<file path="src/rtl/piso_shift_ctrl_if.sv">
// Load-side handshake and serial-side outputs of the PISO shifter.
interface piso_shift_ctrl_if #(
    parameter int unsigned WIDTH = 8
);
    logic [WIDTH-1:0] pi;
    logic             load;
    logic             ready;
    logic             shift_en;
    logic             so;
    logic             so_valid;
    logic             busy;
    logic             done;

    // Producer / line-driver side.
    modport master (
        output pi, load, shift_en,
        input  ready, so, so_valid, busy, done
    );

    // Shifter side.
    modport slave (
        input  pi, load, shift_en,
        output ready, so, so_valid, busy, done
    );
endinterface

</file>
<file path="src/rtl/piso_shift_ctrl.sv">
// Parallel-in serial-out shifter with valid/ready word load, bit-rate enable,
// frame-valid output, done pulse and gapless back-to-back reload.
module piso_shift_ctrl #(
    parameter int unsigned WIDTH      = 8,
    parameter bit          MSB_FIRST  = 1'b1,
    parameter bit          IDLE_LEVEL = 1'b0
) (
    input  logic                     clk,
    input  logic                     rst,
    piso_shift_ctrl_if.slave         bus
);
    localparam int unsigned CW = $clog2(WIDTH + 1);

    typedef enum logic {
        IDLE  = 1'b0,
        SHIFT = 1'b1
    } state_t;

    state_t           state, state_nx;
    logic [WIDTH-1:0] sreg, sreg_nx;
    logic [CW-1:0]    cnt, cnt_nx;
    logic             done_q, done_nx;

    logic             last_bit_c;
    logic             ready_c;
    logic             accept_c;
    logic             out_bit_c;
    logic [WIDTH-1:0] shifted_c;

    // Last bit is being consumed this cycle; frees the slot for a new word.
    assign last_bit_c = (state == SHIFT) && (cnt == CW'(1)) && bus.shift_en;
    assign ready_c    = rst & ((state == IDLE) | last_bit_c);
    assign accept_c   = bus.load & ready_c;

    // Move the next bit toward the output end, zero fill behind it.
    assign shifted_c  = MSB_FIRST ? {sreg[WIDTH-2:0], 1'b0}
                                  : {1'b0, sreg[WIDTH-1:1]};
    assign out_bit_c  = MSB_FIRST ? sreg[WIDTH-1] : sreg[0];

    always_ff @(posedge clk or negedge rst) begin
        if (!rst) begin
            state  <= IDLE;
            sreg   <= '0;
            cnt    <= '0;
            done_q <= 1'b0;
        end else begin
            state  <= state_nx;
            sreg   <= sreg_nx;
            cnt    <= cnt_nx;
            done_q <= done_nx;
        end
    end

    always_comb begin
        state_nx = state;
        sreg_nx  = sreg;
        cnt_nx   = cnt;
        done_nx  = 1'b0;

        case (state)
            IDLE: begin
                if (accept_c) begin
                    sreg_nx  = bus.pi;
                    cnt_nx   = CW'(WIDTH);
                    state_nx = SHIFT;
                end
            end
            SHIFT: begin
                if (bus.shift_en) begin
                    if (cnt > CW'(1)) begin
                        sreg_nx = shifted_c;
                        cnt_nx  = cnt - CW'(1);
                    end else begin
                        done_nx = 1'b1;
                        if (accept_c) begin
                            sreg_nx = bus.pi;
                            cnt_nx  = CW'(WIDTH);
                        end else begin
                            sreg_nx  = shifted_c;
                            cnt_nx   = '0;
                            state_nx = IDLE;
                        end
                    end
                end
            end
            default: begin
                state_nx = IDLE;
            end
        endcase
    end

    assign bus.ready    = ready_c;
    assign bus.so       = (state == SHIFT) ? out_bit_c : IDLE_LEVEL;
    assign bus.so_valid = (state == SHIFT);
    assign bus.busy     = (state == SHIFT);
    assign bus.done     = done_q;

endmodule

</file>
<file path="src/flat_wrapper.sv">
// flat-port wrapper written by rule: the top's interface ports become plain ports
module piso_shift_ctrl_flat 
#(
    parameter int unsigned WIDTH      = 8,
    parameter bit          MSB_FIRST  = 1'b1,
    parameter bit          IDLE_LEVEL = 1'b0
)
  (clk, rst, bus_pi, bus_load, bus_shift_en, bus_ready, bus_so, bus_so_valid, bus_busy, bus_done);
  piso_shift_ctrl_if #(.WIDTH(WIDTH)) bus_i ();
  input  logic clk;
  input  logic rst;
  input wire logic [$bits(bus_i.pi)-1:0] bus_pi;
  input wire logic [$bits(bus_i.load)-1:0] bus_load;
  input wire logic [$bits(bus_i.shift_en)-1:0] bus_shift_en;
  output wire logic [$bits(bus_i.ready)-1:0] bus_ready;
  output wire logic [$bits(bus_i.so)-1:0] bus_so;
  output wire logic [$bits(bus_i.so_valid)-1:0] bus_so_valid;
  output wire logic [$bits(bus_i.busy)-1:0] bus_busy;
  output wire logic [$bits(bus_i.done)-1:0] bus_done;
  assign bus_i.pi = bus_pi;
  assign bus_i.load = bus_load;
  assign bus_i.shift_en = bus_shift_en;
  assign bus_ready = bus_i.ready;
  assign bus_so = bus_i.so;
  assign bus_so_valid = bus_i.so_valid;
  assign bus_busy = bus_i.busy;
  assign bus_done = bus_i.done;
  piso_shift_ctrl #(.WIDTH(WIDTH), .MSB_FIRST(MSB_FIRST), .IDLE_LEVEL(IDLE_LEVEL)) u_core (.clk(clk), .rst(rst), .bus(bus_i));
endmodule
</file>
<file path="config.mk">
export PLATFORM = sky130hd
export DESIGN_NAME = piso_shift_ctrl_flat
export DESIGN_NICKNAME = d
export VERILOG_FILES = /design/src/rtl/piso_shift_ctrl_if.sv /design/src/rtl/piso_shift_ctrl.sv /design/src/flat_wrapper.sv
export SDC_FILE = /design/constraint.sdc
export NUM_CORES = 1
export LEC_CHECK = 0
export CAP_MARGIN = 15
export CORE_MARGIN = 2
export CORE_UTILIZATION = 35
export CTS_BUF_LIST = sky130_fd_sc_hd__clkbuf_16
export DETAILED_ROUTE_END_ITERATION = 10
export PLACE_DENSITY = 0.64
export REMOVE_ABC_BUFFERS = 1
export SYNTH_ARGS = -nofsm -noshare
export SYNTH_HDL_FRONTEND = slang
export SYNTH_SLANG_ARGS = --single-unit
</file>
<file path="constraint.sdc">
create_clock -name clk -period 3.5 [get_ports clk]
set_clock_uncertainty 0.15 [all_clocks]
set_input_delay 0.525 -clock clk [delete_from_list [all_inputs] [get_ports clk]]
set_output_delay 0.525 -clock clk [all_outputs]
set_load 0.02 [all_outputs]
</file>
==> run_results.csv, run 1 <==
group,metric,value,unit
outcome,status,"finished clean",
logic_synthesis,synth-seq-area-share,0.431,
timing,setup_viol,0,
cts,cts.repair.resized,0,
grt,grt_pass1_wl,2710,um
logic_synthesis,ys_ff_latch,14,
routing,vias_per_cell,5.52,
routing,ant_nets,0,
critical_path,end_kind,"primary output",
grt,grt_pass1_vias,598,
logic_synthesis,synth_common_cells,"14 x dfrtp_1, 7 x a221o_1, 7 x nor3b_1",
timing,slew_viol_final,0,
hold_path,hold_path_class,"register to register",
cts,clock_path_buffers,2,
routing,dr.max_layer_used,"met4",
routing,dr.first_iter.drc_count,11,
grt,overflow,0,
logic_synthesis,yosysWarnings,0,
logic_synthesis,synth.most_common_cell,"dfrtp_1",
critical_path,reg2regPathDepth,5,
critical_path,critPathMaxStageDelay,0.65,ns
place,place_area,968,um^2
hold_path,min_to,"u_core.sreg[3]",
final_layout,final_area,1050,um^2
logic_synthesis,netlist_area,812,um^2
timing,hold-worst-slack,0.345,ns
final_layout,final.fill_count,225,
floorplan,initial_core_util,0.367,
floorplan,dieWidth,52.2,um
cts,insertion_delay,0.24,ns
power_and_ir_drop,leakage,0.417,nW
final_layout,fin_util,0.473,
logic_synthesis,synth_top_area_frac,0.431,
timing,fmax,0.353,GHz
critical_path,regToRegSetupSlack,1.78,ns
final_layout,drive_gt1_frac,0.107,
grt,grtUsageTotal,0.142,
place,dpl.hpwl,1120,um
final_layout,fin_nets,99,
place,gp_congestion,0.755,
routing,drt_first_pass_iters,4,
critical_path,cp.arrival,2.16,ns
place,io_buffers,16,
logic_synthesis,synth_area_per_cell,11.9,um^2
logic_synthesis,synth_edf_count,0,
critical_path,path_class,"input port to primary output",
timing,tns,0,ns
critical_path,cp_max_fo,7,
critical_path,cp-start-kind,"input port",
logic_synthesis,async_flop_share,1.00,
critical_path,cp_cell_sequence,"clkdlybuf4s50_1, nand4bb_4, a21boi_0, clkdlybuf4s50_1",
routing,vias,618,
final_layout,n_antenna_cell,0,
cts,clockRootBuffer,"clkbuf_16",
timing,worst_pin_slew,0.409,ns
floorplan,die-area,2720,um^2
critical_path,cp_slowest_cell,"clkdlybuf4s50_1",
timing,slew_headroom,0.724,
floorplan,die_y,52.2,um
cts,tritoncts,"built",
floorplan,rows,17,
floorplan,ios,17,
timing,finalHoldViolCount,0,
critical_path,crit_top_cell,"clkdlybuf4s50_1",
timing,fin_crit,2.84,ns
routing,wl,1610,um
grt,grt_max_degree,19,
run,drv_cap,0,
routing,dr_wl_met2,811,um
grt,antenna_found_initial,0,
routing,drc,0,
cts,cts.sinks,14,
routing,met3_length,51,um
cts,cts_setup_buffers,0,
critical_path,worstReg2RegEnd,"u_core.cnt[1]",
logic_synthesis,synth_top_area_cell,"dfrtp_1",
logic_synthesis,yosys.cell_types.count,32,
critical_path,crit_required,2.82,ns
power_and_ir_drop,powerDensity,818,nW/um^2
logic_synthesis,synth_area_leaders,"dfrtp_1 43%, a221o_1 8.6%, nor3b_1 6.5%",
logic_synthesis,ys.flop_type,"dfrtp_1",
cts,postCtsHoldBufs,0,
routing,wire_per_inst,14.4,um
routing,wl_met1,724,um
critical_path,r2r-start,"u_core.cnt[1]",
logic_synthesis,postSynthCellCount,68,
cts,htree_levels,1,
cts,numCtsBuffers,3,
timing,rsz0062_at_grt,"false",
hold_path,hold_path_depth,1,
timing,timing.final.crit_share,0.810,
floorplan,core-area,2210,um^2
final_layout,syn_to_final_growth,29.0,%
power_and_ir_drop,ir_drop,0.000578,V
cts,clk_pin_slew,0.05,ns
hold_path,hold_start,"u_core.sreg[2]",
==> worst max-delay path: cells and delay by family <==
family,cells,cell delay [ns]
buffers and inverters,2,1.28
AO/OA/AOI/OAI,1,0.20
AND/OR/NAND/NOR,1,0.16
==> worst max path at each step <==
stage | startpoint | endpoint | slack [ns] | depth (start not counted)
floorplan | u_core.cnt[1] | bus_ready | 1.40 | 4
global route | bus_shift_en | bus_ready | 0.61 | 4
finish | bus_shift_en | bus_ready | 0.66 | 4
global placement | bus_shift_en | bus_ready | 0.72 | 4
CTS | bus_shift_en | bus_ready | 0.67 | 4
detailed placement | bus_shift_en | bus_ready | 0.67 | 4
==> layout make-up <==
class,instances,area [um^2],area share
sequential,14,350,0.335
inverter,2,7.51,0.00717
clock inverter,1,3.75,0.00358
timing repair buffer,17,168,0.160
clock buffer,3,75.1,0.0717
tap,28,35.0,0.0335
multi-input combinational,47,408,0.389
==> metrics by stage <==
stage | instances | total power [mW] | setup WS [ns]
after floorplan | 63 | 0.532 | 1.40
after global placement | 108 | 0.636 | 0.722
after detailed placement | 108 | 0.643 | 0.669
after CTS | 112 | 0.865 | 0.667
after global routing | 112 | 0.923 | 0.605
final | 112 | 0.857 | 0.664
==> per-layer routing <==
| layer | vias up | GRT usage |
|---|---|---|
| met5 | - | 0 |
| met4 | 0 | 0.0513 |
| met3 | 4 | 0.0517 |
| met2 | 7 | 0.234 |
| met1 | 309 | 0.168 |
| li1 | 298 | - |
==> cells in the final DEF (no fill, tap or decap), types with 2 or more instances in the layout <==
| master | count |
|---|---|
| nand2_1 | 3 |
| nor2_1 | 2 |
| nor3b_1 | 7 |
| clkbuf_16 | 3 |
| dfrtp_1 | 14 |
| a221o_1 | 7 |
| clkdlybuf4s50_1 | 16 |
| a21boi_0 | 2 |
| inv_1 | 2 |
| o21ai_0 | 3 |
| a22o_1 | 2 |
| ha_1 | 2 |
==> kinds of logic (layout without fill, tap and decap cells) <==
group	after synthesis	in the layout	synth area share
adder cells (fa/ha/maj)	2	2	0.0308
buffers and inverters	7	23	0.0663
flip-flops	14	14	0.431
AO/OA/AOI/OAI	21	21	0.245
AND/OR/NAND/NOR	24	24	0.227
==> where the power goes <==
group          leakage, nW  total, mW  switching [mW]  internal (mW)
sequential           0.178      0.304          0.0736          0.231
clock               0.0385      0.214          0.0634          0.151
combinational        0.200      0.338           0.156          0.182
total                0.417      0.857           0.293          0.564
==> registers in the layout, indices dropped and copies added (netlist names) <==
register	count
u_core.bus.done	1
u_core.sreg	8
u_core.cnt	4
u_core.bus.busy	1
(Power assumes the default switching activity.)
==> run 2, diff against run 1 <==
PLACE_DENSITY = 0.67   (was 0.64)
clock period = 2.4 ns   (was 3.5 ns; I/O delays follow)
==> run 2 against run 1 <==
Effect of this change: utilization is 0.96 points higher; final cell count is 2.7% higher; power is 49% higher; clock power is 49% higher; critical endpoint unchanged; register-to-register slack worse by 1.2 ns.
==> run_results.csv, run 2 (synthesized netlist as in run 1, its figures left out) <==
group,metric,value,unit
cts,clockRootBuffer,"clkbuf_16",
critical_path,crit_required,1.89,ns
floorplan,die-area,2720,um^2
timing,fin_crit,2.13,ns
floorplan,die_y,52.2,um
critical_path,regToRegSetupSlack,0.57,ns
place,place_area,991,um^2
place,dpl.hpwl,1190,um
final_layout,final_area,1070,um^2
timing,rsz0062_at_grt,"false",
final_layout,layout_commonest_cell,"clkdlybuf4s50_1",
outcome,status,"finished clean",
final_layout,syn_to_final_growth,31.6,%
cts,cts_setup_buffers,0,
final_layout,reg_top3,"u_core.sreg (8), u_core.cnt (4)",
hold_path,hold_path_depth,1,
routing,wire_per_inst,15.1,um
final_layout,largest_reg_flops,8,
floorplan,rows,17,
power_and_ir_drop,clkPwrFrac,0.251,
critical_path,endpoint,"bus_ready",
power_and_ir_drop,leakage,0.435,nW
power_and_ir_drop,powerDensity,1190,nW/um^2
floorplan,ios,17,
final_layout,drive_gt1_frac,0.138,
grt,antenna_found_initial,0,
critical_path,end_kind,"primary output",
timing,slew_viol_final,0,
critical_path,cp.arrival,1.62,ns
grt,grtUsageTotal,0.152,
power_and_ir_drop,ir_drop,0.000472,V
cts,clock_path_buffers,2,
final_layout,n_antenna_cell,0,
routing,dr.first_iter.drc_count,13,
cts,numCtsBuffers,3,
timing,timing.final.crit_share,0.888,
final_layout,fin_nets,102,
timing,tns,0,ns
final_layout,layout_common_cells,"15 x clkdlybuf4s50_1, 14 x dfrtp_1, 7 x nor3b_1, 7 x a221o_1, 4 x buf_4",
grt,grt_pass1_wl,2930,um
grt,grt_max_degree,19,
routing,vias,651,
final_layout,largest-register,"u_core.sreg",
hold_path,hold_path_class,"register to register",
cts,insertion_delay,0.25,ns
grt,grt_pass1_vias,616,
timing,finalHoldViolCount,0,
timing,hold-worst-slack,0.354,ns
critical_path,path_class,"register to primary output",
power_and_ir_drop,netSwitchingFraction,0.346,
critical_path,reg2regPathDepth,6,
critical_path,critPathLaunch,"u_core.cnt[1]",
floorplan,dieWidth,52.2,um
cts,clk_pin_slew,0.05,ns
critical_path,cp-start-kind,"register",
power_and_ir_drop,pwr-share-comb,0.400,
routing,drt_first_pass_iters,4,
power_and_ir_drop,p_int,832,uW
timing,worst_pin_slew,0.487,ns
cts,tritoncts,"built",
floorplan,initial_core_util,0.367,
place,io_buffers,16,
timing,slew_headroom,0.671,
routing,wl,1730,um
power_and_ir_drop,power_switching,440,uW
timing,fmax,0.469,GHz
critical_path,worstReg2RegEnd,"u_core.cnt[0]",
critical_path,cp_max_fo,4,
power_and_ir_drop,seqPwrFrac,0.349,
timing,setup_viol,0,
timing,setup_ws,0.269,ns
routing,ant_nets,0,
floorplan,core-area,2210,um^2
routing,vias_per_cell,5.66,
place,place_ws,0.0608,ns
cts,cts.sinks,14,
place,gp_congestion,0.770,
run,drv_cap,0,
cts,htree_levels,1,
routing,drc,0,
critical_path,r2r-start,"u_core.cnt[1]",
grt,overflow,0,
==> run 2: timing repair <==
item,4_1_cts,5_1_grt
gates resized for setup,1,0
hold buffers,0,0
setup endpoints to repair,1,0
==> run 2: worst max-delay path, cell delays in order, from the launching register on <==
cell	delay, ns
dfrtp_1	0.41
inv_1	0.09
ha_1	0.23
nand4bb_4	0.11
a21boi_0	0.17
dlygate4sd2_1	0.36
==> run 2: final cells by class <==
class / instances / area (um^2)
flip-flops and latches: 14 / 350
multi-input cells: 47 / 408
well taps: 28 / 35.0
clock buffers: 3 / 75.1
clock inverters: 1 / 3.75
fillers: 215 / 1140
inverters: 2 / 7.51
repair buffers: 20 / 189
==> run 2: how the worst min path moves through the flow <==
stage	startpoint	end	slack, ns
2_1_floorplan	rst	u_core.bus.busy	-0.09
5_1_grt	u_core.sreg[2]	u_core.sreg[3]	0.38
3_3_place_gp	u_core.sreg[3]	u_core.sreg[4]	0.33
4_1_cts	u_core.sreg[3]	u_core.sreg[4]	0.35
6_report	u_core.sreg[3]	u_core.sreg[4]	0.35
3_5_place_dp	u_core.sreg[1]	u_core.sreg[2]	0.34
==> run 2: power groups by stage <==
stage,Clock (mW),Combinational [mW],Sequential [mW]
global route,0.339,0.563,0.460
finish,0.319,0.509,0.444
global placement,0,0.500,0.438
floorplan,0,0.336,0.440
CTS,0.323,0.514,0.442
detailed placement,0,0.514,0.445
==> run 2: layer usage <==
| layer | part of all wire | GRT usage |
|---|---|---|
| met5 | 0 | 0 |
| met4 | 0.027 | 0.103 |
| met3 | 0.074 | 0.0374 |
| met2 | 0.44 | 0.211 |
| met1 | 0.46 | 0.208 |
==> run 2: stage by stage <==
stage	utilization	std cells	power [mW]
detailed placement	0.448	111	0.959
global placement	0.448	111	0.938
floorplan	-	63	0.776
global route	0.483	115	1.36
CTS	0.483	115	1.28
finish	0.483	115	1.27
==> run 3, diff against run 2 <==
CTS_BUF_LIST = default   (was sky130_fd_sc_hd__clkbuf_16)
==> run 3 against run 2 <==
Effect of this change: final area decreased by 4.0%; sequential share of layout area increased by 1.4 points; critical path depth unchanged; hold slack improved by 0.0065 ns.
==> run_results.csv, run 3 (synthesized netlist as in run 1, its figures left out) <==
group,metric,value,unit
timing,hold-worst-slack,0.361,ns
cts,insertion_delay,0.28,ns
routing,drt_first_pass_iters,4,
critical_path,cp_max_fo,4,
final_layout,largest-register,"u_core.sreg",
cts,cts.sinks,14,
grt,grt_pass1_wl,2850,um
critical_path,cp.arrival,1.66,ns
power_and_ir_drop,leakage,0.417,nW
grt,grt_pass1_vias,601,
cts,clock_path_buffers,2,
cts,postCtsHoldBufs,0,
final_layout,largest_reg_flops,8,
critical_path,end_kind,"primary output",
run,drv_cap,0,
timing,tns,0,ns
routing,dr.first_iter.drc_count,17,
grt,grt_max_degree,19,
critical_path,endpoint,"bus_ready",
power_and_ir_drop,powerDensity,1090,nW/um^2
final_layout,syn_to_final_growth,26.3,%
power_and_ir_drop,ir_drop,0.000637,V
cts,numCtsBuffers,3,
critical_path,regToRegSetupSlack,0.60,ns
grt,antenna_found_initial,0,
routing,wl,1670,um
place,gp_congestion,0.770,
critical_path,worstReg2RegEnd,"u_core.cnt[0]",
timing,worst_pin_slew,0.460,ns
critical_path,crit_required,1.89,ns
critical_path,path_class,"register to primary output",
timing,rsz0062_at_grt,"false",
final_layout,drive_gt1_frac,0.149,
final_layout,reg_top3,"u_core.sreg (8), u_core.cnt (4)",
critical_path,critPathLaunch,"u_core.cnt[1]",
timing,timing.final.crit_share,0.905,
critical_path,reg2regPathDepth,6,
final_layout,fin_nets,102,
cts,clockRootBuffer,"clkbuf_4",
timing,finalHoldViolCount,0,
floorplan,rows,17,
final_layout,final-seq-area,350,um^2
routing,ant_nets,0,
floorplan,die_y,52.2,um
final_layout,multi_input_area,408,um^2
floorplan,initial_core_util,0.367,
final_layout,n_antenna_cell,0,
cts,htree_levels,1,
timing,slew_headroom,0.689,
routing,vias,653,
cts,clk_pin_slew,0.08,ns
outcome,status,"finished clean",
timing,slew_viol_final,0,
routing,drc,0,
floorplan,dieWidth,52.2,um
timing,fmax,0.460,GHz
hold_path,hold_path_class,"input port to asynchronous set/reset pin",
floorplan,ios,17,
final_layout,final.fill_count,223,
place,dpl.hpwl,1190,um
timing,fin_crit,2.17,ns
place,io_buffers,16,
floorplan,core-area,2210,um^2
grt,overflow,0,
floorplan,die-area,2720,um^2
final_layout,layout_common_cells,"15 x clkdlybuf4s50_1, 14 x dfrtp_1, 7 x nor3b_1, 7 x a221o_1, 4 x buf_4",
routing,vias_per_cell,5.68,
timing,setup_viol,0,
final_layout,layout_commonest_cell,"clkdlybuf4s50_1",
critical_path,cp-start-kind,"register",
grt,grtUsageTotal,0.145,
cts,tritoncts,"built",
routing,wire_per_inst,14.6,um
critical_path,r2r-start,"u_core.cnt[1]",
## run 3: cell types whose count changed in the layout (fill, tap and decap cells not counted)
cell,before,now
clkbuf_4,0,3
clkbuf_16,3,0
clkbuf_8,0,1
clkinv_1,1,0
## run 3: stage by stage
| stage | instance area (um^2) | total power [mW] | worst slack (ns) | cells | utilization |
|---|---|---|---|---|---|
| 2_1_floorplan | 766 | 0.776 | 0.463 | 63 | - |
| 3_3_place_gp | 991 | 0.938 | 0.0977 | 111 | 0.448 |
| 3_5_place_dp | 991 | 0.959 | 0.0608 | 111 | 0.448 |
| 4_1_cts | 1030 | 1.13 | 0.208 | 115 | 0.464 |
| 5_1_grt | 1030 | 1.21 | 0.0933 | 115 | 0.464 |
| 6_report | 1030 | 1.12 | 0.228 | 115 | 0.464 |
## run 3: where the power goes
group / internal, mW / switching, mW
combinational: 0.276 / 0.235
clock: 0.0922 / 0.0748
sequential: 0.335 / 0.108
## run 3: layout make-up
class / instances / area share
inverters: 2 / 0.00732
repair buffers: 20 / 0.184
flip-flops and latches: 14 / 0.341
well taps: 28 / 0.0341
clock buffers: 4 / 0.0354
multi-input cells: 47 / 0.398
## run 3: worst min-delay path by stage
stage                    from               to
4_1_cts                   rst    u_core.cnt[0]
5_1_grt                   rst   u_core.sreg[2]
2_1_floorplan             rst  u_core.bus.busy
3_3_place_gp   u_core.sreg[3]   u_core.sreg[4]
6_report                  rst    u_core.cnt[1]
3_5_place_dp   u_core.sreg[1]   u_core.sreg[2]
## run 3: critical path: stages, from the launching register on
cell and delay [ns]:
dfrtp_1 0.42, inv_1 0.09, ha_1 0.23, nand4bb_4 0.11
a21boi_0 0.17, dlygate4sd2_1 0.36
## run 3: routing by layer
metal  GRT usage  up-vias  part of all wire
li1            -      302                 -
met1       0.206      330              0.48
met2       0.207       19              0.45
met3      0.0374        2             0.063
met4      0.0641        0            0.0096
met5           0        -                 0
## run 3: what timing repair did
action / CTS / global route
setup buffers: 0 / 0
gates resized for setup: 1 / 0
setup endpoints to repair: 1 / 0
==> patch: new RTL, config.mk and constraints of run 3 <==
`WIDTH` is set to 8 in 3 places; all go to 16.
--- a/src/rtl/piso_shift_ctrl_if.sv
+++ b/src/rtl/piso_shift_ctrl_if.sv
@@ -1,5 +1,5 @@
 // Load-side handshake and serial-side outputs of the PISO shifter.
 interface piso_shift_ctrl_if #(
-    parameter int unsigned WIDTH = 8
+    parameter int unsigned WIDTH = 16
 );
     logic [WIDTH-1:0] pi;
--- a/src/rtl/piso_shift_ctrl.sv
+++ b/src/rtl/piso_shift_ctrl.sv
@@ -2,5 +2,5 @@
 // frame-valid output, done pulse and gapless back-to-back reload.
 module piso_shift_ctrl #(
-    parameter int unsigned WIDTH      = 8,
+    parameter int unsigned WIDTH      = 16,
     parameter bit          MSB_FIRST  = 1'b1,
     parameter bit          IDLE_LEVEL = 1'b0
--- a/src/flat_wrapper.sv
+++ b/src/flat_wrapper.sv
@@ -2,5 +2,5 @@
 module piso_shift_ctrl_flat 
 #(
-    parameter int unsigned WIDTH      = 8,
+    parameter int unsigned WIDTH      = 16,
     parameter bit          MSB_FIRST  = 1'b1,
     parameter bit          IDLE_LEVEL = 1'b0
Ports: changed (resized bus_pi); port bits go from 17 to 25. No check against the original RTL was run, so the function may have changed too.
==> patch against run 3 <==
- setup slack improved by 0.038 ns
- power rose by 82%
- combinational power rose by 100%
- design area rose by 90%
- synthesized area rose by 100%
- global-route usage rose by 1.7 points
- sequential cell count rose by 9
- wire length rose by 140%
- non-clock buffer count rose by 14
- largest cell class unchanged
- highest routed layer is now met3
==> patch: results (changes against run 3) <==
setup_path:
  slowest_delay_ns: 0.41
  arrival_ns: 1.62  # -0.04 ns
  critPathCapture: "bus_ready"
  cp_slowest_cell: "dfrtp_1"
  r2r-end: "u_core.cnt[4]"
  worstRegToRegCells: 5  # -1
  r2r-start: "u_core.bus.busy"
  critical_path.top_delay_family: "buffers and inverters"
  path_max_fanout: 4  # unchanged
synth:
  synth_area_per_cell_um2: 7.80  # -35%
  synthArstFlopShare_pct: 100  # unchanged
  synth_area_leaders: "dfrtp_1, nor3_1, o32a_1"
  ys_seq_area_share_pct: 35.5  # -7.7 points
  synth_top_flop_cell: "dfrtp_1"
  synth_cell_type_count: 34  # +6.3%
  ys_top_cells_by_count: "nor3_1, nor2_1, dfrtp_1"
timing:
  holdWs_ns: 0.314  # -0.0472 ns
  layout_min_cycle_time_ns: 2.13  # -0.0383 ns
  max-slew-margin-rel_pct: 69.1  # +0.20 points
clocking:
  cts-resized-gates: 1  # unchanged
  cts-buffers-inserted: 3  # unchanged
  root_buffer: "clkbuf_8"
  post-cts-setup-buffers: 0  # unchanged
  htreeDepth: 1  # unchanged
finish:
  num-fill-cells: 443  # +99%
  drive_above_1_share_pct: 7.93  # -7.0 points
  layout.nets: 250  # +150%
  final_cell_area_um2: 1950  # +90%
  top_regs: "u_core.sreg: 16 flops, u_core.cnt: 5 flops"
route:
  wl_met1_um: 1970  # +140%
  wl_met2_um: 1870  # +150%
  wire_per_inst_um: 14.3  # -1.8%
  top_layer: "met3"
  dr_wl_met3_um: 155  # +48%
  vias: 1583  # +140%
  initialDrtViolationCount: 133  # +116
  wirelength_um: 3990  # +140%
global_routing:
  antenna_found_initial: 0  # unchanged
  use_met3_pct: 3.06  # -0.68 points
  grt_start_max_net_pins: 37  # +18
  grt_pass1_vias: 1515  # +150%
  grt_util_all_layers_pct: 16.3  # +1.7 points
  grt_pass1_wl_um: 6880  # +140%
  grtUsageMet1_pct: 22.6  # +2.0 points
  use_met2_pct: 26.7  # +6.0 points
run_status:
  status: "completed"
placement:
  place_hpwl_um: 2580  # +120%
  gp_congestion: 0.773  # +0.49%
  place_area_um2: 1900  # +92%
  dpl.cell_count: 275  # +150%
  portBuffers: 24  # +8
  pre_cts_ws_ns: 0.144  # +0.0836 ns
power_and_ir_drop:
  irDropWorstVdd_mv: 0.634  # -0.49%
  p_leak_nw: 0.751  # +80%
  swShare_pct: 42.8  # +5.5 points
==> patch: cell families after synthesis <==
group,after synthesis,synth area share [%]
compound gates,47,20.7
buf+inv,24,7.48
flops,23,35.5
simple gates,112,34.8
fa+ha+maj,2,1.54
==> patch: power by group through the flow <==
| stage | sequential (W) | clock, W | combinational [W] |
|---|---|---|---|
| 6_report | 0.000744 | 0.000250 | 0.00104 |
| 3_5_place_dp | 0.000744 | 0 | 0.00105 |
| 2_1_floorplan | 0.000777 | 0 | 0.000666 |
| 4_1_cts | 0.000739 | 0.000256 | 0.00105 |
| 5_1_grt | 0.000772 | 0.000272 | 0.00118 |
| 3_3_place_gp | 0.000744 | 0 | 0.00103 |
==> patch: final cells by class <==
class,count,share of cell area (%)
Clock inverter,1,0.257
Multi-Input combinational cell,161,47.6
Inverter,5,0.965
Timing Repair Buffer,34,16.1
Tap cell,52,3.34
Clock buffer,3,2.12
Sequential cell,23,29.6
